===== config.mk =====
export PLATFORM = sky130hd
export DESIGN_NAME = mux_rr_n
export DESIGN_NICKNAME = d
export VERILOG_FILES = /design/src/rtl/mux_rr_n.sv
export SDC_FILE = /design/constraint.sdc
export NUM_CORES = 1
export LEC_CHECK = 0
export ABC_AREA = 1
export CORE_MARGIN = 2
export CORE_UTILIZATION = 25
export CTS_BUF_LIST = sky130_fd_sc_hd__clkbuf_2 sky130_fd_sc_hd__clkbuf_4 sky130_fd_sc_hd__clkbuf_8
export DETAILED_ROUTE_END_ITERATION = 7
export PLACE_DENSITY_LB_ADDON = 0.25
export SKIP_CTS_REPAIR_TIMING = 1
export SLEW_MARGIN = 20
export SYNTH_ARGS = -nofsm -noshare
export SYNTH_HDL_FRONTEND = slang
export SYNTH_SLANG_ARGS = --single-unit
export TNS_END_PERCENT = 20

===== constraint.sdc =====
create_clock -name clk -period 2.1 [get_ports clk]
set_input_delay 0.42 -clock clk [delete_from_list [all_inputs] [get_ports clk]]
set_output_delay 0.42 -clock clk [all_outputs]
set_load 0.03 [all_outputs]

===== src/rtl/mux_rr_n.sv =====
// N-input registered multiplexer with valid/ready handshake.
// Selection is either a fixed external select or round-robin starting at ptr.
module mux_rr_n #(
    parameter int WIDTH    = 4,
    parameter int CHANNELS = 4,
    parameter int SEL_W    = $clog2(CHANNELS)
) (
    input  logic                         clk,
    input  logic                         reset,
    input  logic [CHANNELS*WIDTH-1:0]    in_data,
    input  logic [CHANNELS-1:0]          in_valid,
    output logic [CHANNELS-1:0]          in_ready,
    input  logic                         mode,
    input  logic [SEL_W-1:0]             s,
    output logic [WIDTH-1:0]             out_data,
    output logic [SEL_W-1:0]             out_chan,
    output logic                         out_valid,
    input  logic                         out_ready
);

    logic [SEL_W-1:0] ptr;
    logic [SEL_W-1:0] grant_idx;
    logic             grant_vld;
    logic             load;
    logic [SEL_W:0]   rr_sum;
    logic [WIDTH-1:0] sel_data;

    assign load = !out_valid || out_ready;

    // Round-robin search runs from the highest offset down so the channel
    // nearest ptr is the last (winning) assignment.
    always_comb begin
        grant_vld = 1'b0;
        grant_idx = '0;
        rr_sum    = '0;
        if (!mode) begin
            if (({1'b0, s} < (SEL_W+1)'(CHANNELS)) && in_valid[s]) begin
                grant_vld = 1'b1;
                grant_idx = s;
            end
        end else begin
            for (int k = CHANNELS - 1; k >= 0; k--) begin
                rr_sum = {1'b0, ptr} + (SEL_W+1)'(k);
                if (rr_sum >= (SEL_W+1)'(CHANNELS))
                    rr_sum = rr_sum - (SEL_W+1)'(CHANNELS);
                if (in_valid[rr_sum[SEL_W-1:0]]) begin
                    grant_vld = 1'b1;
                    grant_idx = rr_sum[SEL_W-1:0];
                end
            end
        end
    end

    always_comb begin
        sel_data = '0;
        in_ready = '0;
        for (int c = 0; c < CHANNELS; c++) begin
            if (grant_idx == SEL_W'(c))
                sel_data = in_data[c*WIDTH +: WIDTH];
            // Gated by reset so nothing is acknowledged while held in reset.
            in_ready[c] = reset && load && grant_vld && (grant_idx == SEL_W'(c));
        end
    end

    always_ff @(posedge clk or negedge reset) begin
        if (!reset) begin
            out_valid <= 1'b0;
            out_data  <= '0;
            out_chan  <= '0;
            ptr       <= '0;
        end else if (load && grant_vld) begin
            out_valid <= 1'b1;
            out_data  <= sel_data;
            out_chan  <= grant_idx;
            if (mode) begin
                if (grant_idx == SEL_W'(CHANNELS - 1))
                    ptr <= '0;
                else
                    ptr <= grant_idx + 1'b1;
            end
        end else if (out_ready) begin
            out_valid <= 1'b0;
        end
    end

endmodule


Word-level counts from Yosys, hierarchy flattened:

Cells that the tools add are included.

* bits in registers: 9
* output and inout port bits: 11

* add/subtract/negate cells: 8
* $lt $le $gt $ge: 9
* equality and inequality tests: 3
* mux-type cells: 37
* reductions and logical operators: 12

Operators by type and width (count)
* $mux W2: 15
* $mux W4: 4
* $lt A2 B3 Y1 const B: 5
* $mux W1: 13
* $bmux W1 S2: 5
* $ge A3 B3 Y1 const B: 3
* $sub A2 B1 Y2 const B: 4
* $logic_and A1 B1 Y1: 7
* $add A2 B2 Y3 const B: 2
* $eq A2 B2 Y1 const B: 2
* $add A2 B1 Y3 const B: 1
* $ge A2 B3 Y1 const B: 1
* $add A2 B1 Y2 const B: 1
* $eq A2 B1 Y1 const B: 1
* $logic_not A2 Y1: 1
* $reduce_and A2 Y1: 1
* $reduce_bool A2 Y1: 1
* $logic_not A1 Y1: 1
* $logic_or A1 B1 Y1: 1

Depth between registers and ports, before layout:

* depth after elaboration: 16
* gate-level depth with buffers: 19
* mapped depth without buffers: 18

Worst setup path after synthesis:

Ideal clock, no wire load.

* path type: register to output
* start point: register ptr[0]
* end point: output port in_ready[1]
* data arrival time: 1.970 ns
* required time: 1.680 ns
* setup slack: -0.290 ns
* stages on the path, launching flop included: 15
* path through: dfrtp_1 -> buf_6 -> inv_1 -> nand2_1 -> nand3_1 -> nand2_1 -> nand3_1 -> nand2_1 -> nand2_1 -> nand3_1 -> nand2_1 -> inv_1 -> ha_1 -> inv_1 -> nor2_1

* word-level cells in the longest chain between the ends: 13
* elaborated cells on any way between the ends: 40

Ends and longest elaborated chain
* from (decl): RTL line 21 `logic [SEL_W-1:0] ptr;`
* from (signal assigned): RTL line 79 `ptr <= grant_idx + 1'b1;`
* $add A2 B2 Y3: RTL line 43 `rr_sum = {1'b0, ptr} + (SEL_W+1)'(k);`
* $ge A3 B3 Y1 / $sub A2 B1 Y2 (equally long branches): RTL line 44, 45
* $mux W2: RTL line 44 `if (rr_sum >= (SEL_W+1)'(CHANNELS))`
* $mux W2: RTL line 36 `if (!mode) begin`
* $bmux W1 S2: RTL line 46 `if (in_valid[rr_sum[SEL_W-1:0]]) begin`
* $mux W1 (implied by the code): RTL line 46
* $mux W2 (3 in series): RTL line 46
* $mux W2 (*): RTL line 46
* $mux W2 (*): RTL line 36
* net grant_idx[0]: RTL line 22 `logic [SEL_W-1:0] grant_idx;`
* $eq A2 B1 Y1 (*): RTL line 61 `in_ready[c] = reset && load && grant_vld && (grant_idx == SEL_W'(c));`
* $logic_and A1 B1 Y1 (*): RTL line 61
* to (decl): RTL line 12 `output logic [CHANNELS-1:0] in_ready,`

The timed path passes the listed nets; every way through them passes the cells marked *. The select of a mux whose other input is x is not followed.

Worst setup path in the final report:

Same ends and word-level chain as after synthesis.

==> results.json <==
{
  "status": "complete, but fails checks",
  "violations": "negative setup slack",
  "grt_use_met3_pct": 2.10,
  "final_cell_mix": "nand2_1, clkdlybuf4s50_1, buf_4",
  "critPathLaunch": "ptr[0]",
  "period_share_pct": 121,
  "clock-sinks": 9,
  "clock_path_buffers": 2,
  "skew_ps": 9.40,
  "worst_slew_pin_slew_ps": 343,
  "crit_end": "in_ready[1]",
  "worst_slack_ps": -431,
  "met2_usage_pct": 21.9,
  "cp-start-kind": "register",
  "ant_nets": 0,
  "power.total_uw": 1980,
  "grtUsageMet1_pct": 17.3,
  "synth-compound-area-share_pct": 15.6,
  "synth_warnings": 0,
  "num_vias": 1086,
  "drt_wl_total_mm": 2.72,
  "die_x_um": 61.2,
  "die_y_um": 61.2,
  "placeableCoreArea_um2": 3080,
  "path_class": "reg -> out",
  "regToRegSetupSlack_ps": -260,
  "finalHoldViolCount": 0,
  "finalSetupViolCount": 8,
  "start_util_pct": 26.5,
  "final_layout_size_suffix_gt1_share_pct": 35.2,
  "syn_nets": 163,
  "syn2layout_area_growth_pct": 101,
  "io_pins": 37,
  "dr.pass1.iters": 4,
  "via_per_inst": 4.53,
  "drt_iter0_markers": 30,
  "ys_seq_area_share_pct": 27.6,
  "grt_use_total_pct": 12.8,
  "synth_cells": 133,
  "p_leak_uw": 0.000812,
  "dieArea_um2": 3740,
  "port_buffers": 36,
  "pwr_density_cell_nw_per_um2": 1210,
  "synth.distinct_cells": 18,
  "r2r_start": "ptr[0]",
  "synth.area.mux_share_pct": 0,
  "synth-simple-area-share_pct": 40.4,
  "busiest_layer": "met2",
  "rsz0062_at_grt": "true",
  "diodes": 0,
  "nets": 227,
  "max_cap_violations": 0,
  "insertion_delay_ps": 270,
  "fmax_mhz": 395,
  "synth_fa_ha_area_share_pct": 6.13,
  "synth_top_family_by_area": "simple AND/OR/NAND/NOR gates",
  "peakVddDrop_uv": 461,
  "syn_area_per_cell_um2": 6.14,
  "cp_max_fo": 7,
  "layout_commonest_cell": "nand2_1",
  "cts_tree": "done",
  "grt_pass1_wl_mm": 3.69,
  "antenna_found_initial": 0,
  "grt_max_degree": 13,
  "grt_pass1_vias": 901,
  "wl_per_cell_um": 11.3,
  "drv_slew": 0,
  "slew_headroom_pct": 77.0,
  "netlist_area_um2": 817,
  "reg2regPathDepth": 18,
  "ys_seq_elements": 9,
  "period_minus_slack_ps": 2530,
  "cts_root_buffer": "clkbuf_4",
  "h-tree-depth": 1,
  "critPathCaptureType": "output pin",
  "place_ws_ps": -691,
  "grt_remaining_overflow": 0,
  "remaining_drc_errors": 0,
  "clk_pin_slew_ps": 60,
  "cp.required_ps": 1680,
  "finalWeightedCongestion": 0.864,
  "synthXorXnorAreaFrac_pct": 1.07,
  "cts-buffers-inserted": 3,
  "row_count": 20,
  "worstPathArrival_ps": 2110,
  "min_path_type": "reg -> reg",
  "r2r-end": "out_data[3]",
  "dp_hpwl_mm": 1.97
}
## cell families after synthesis
| group | after synthesis |
|---|---|
| AND/OR/NAND/NOR | 77 |
| flip-flops | 9 |
| buffers and inverters | 18 |
| XOR/XNOR | 1 |
| AO/OA/AOI/OAI | 24 |
| adder cells (fa/ha/maj) | 4 |
## where the power goes
group          internal [uW]  leakage [uW]  switching, uW
clock network           86.1     0.0000184           61.8
logic                    676      0.000685            837
registers                250      0.000109           73.3
## sequential cells by signal, summed over array words and instances (netlist names)
signal and cells:
out_data 4, out_chan 2, ptr 2, out_valid 1
## per-layer routing
| layer | share of wire, % | wire length (um) |
|---|---|---|
| met1 | 41 | 1110 |
| met3 | 5.1 | 139 |
| met2 | 53 | 1450 |
| met4 | 0.70 | 19 |
| met5 | 0 | 0 |
## cells in the mapped netlist
library cell | n | share of area [%]
ha_1 | 4 | 6.1
nand2_2 | 2 | 1.5
o21ai_2 | 1 | 1.1
nor2_1 | 10 | 4.6
a21oi_1 | 4 | 2.5
nand4_1 | 1 | 0.77
o21ai_0 | 12 | 7.4
dfrtp_1 | 9 | 28
buf_6 | 1 | 1.4
inv_1 | 16 | 7.4
o211ai_1 | 1 | 0.92
xnor2_1 | 1 | 1.1
nand3_1 | 14 | 8.6
nand2_1 | 49 | 23
inv_2 | 1 | 0.46
a31oi_1 | 1 | 0.77
o21ai_1 | 5 | 3.1
nor2_8 | 1 | 2.5
## per-stage QoR
step / hold slack [ps] / utilization (%) / instance area (um^2) / cells / setup TNS (ps)
CTS: 487 / 46.3 / 1420 / 234 / -4300
floorplan: 124 / - / 852 / 133 / -56.5
global placement: 469 / 45.3 / 1390 / 230 / -5210
finish: 486 / 53.4 / 1640 / 240 / -2540
global route: 525 / 53.4 / 1640 / 240 / -3500
detailed placement: 477 / 45.3 / 1390 / 230 / -5860
## worst max-delay path, cell delays in order (launching register included)
cell and delay, ps:
dfrtp_2 460, buf_6 160, nand2_2 90, nand3_1 110
nand2_1 100, nand3_2 90, nand3_1 140, nand3_4 90
nand2_4 130, inv_4 50, ha_4 170, inv_4 70
nor2_4 30, buf_6 130
## worst min-delay path by stage
stage | depth (start not counted) | endpoint | slack [ps] | start
after floorplan | 0 | out_chan[0] | 120 | reset
after global placement | 2 | out_data[3] | 470 | out_data[3]
after detailed placement | 2 | out_data[3] | 480 | out_data[3]
after CTS | 2 | out_valid | 490 | reset
after global routing | 2 | out_data[1] | 520 | reset
final | 2 | out_data[3] | 490 | out_data[3]
## cell type report
type	count	area, um^2
Clock buffer	4	30.0
Fill cell	311	1430
Inverter	17	68.8
Multi-Input combinational cell	106	686
Sequential cell	9	226
Tap cell	44	55.1
Timing Repair Buffer	60	578
Power figures use the tool's default switching activity.
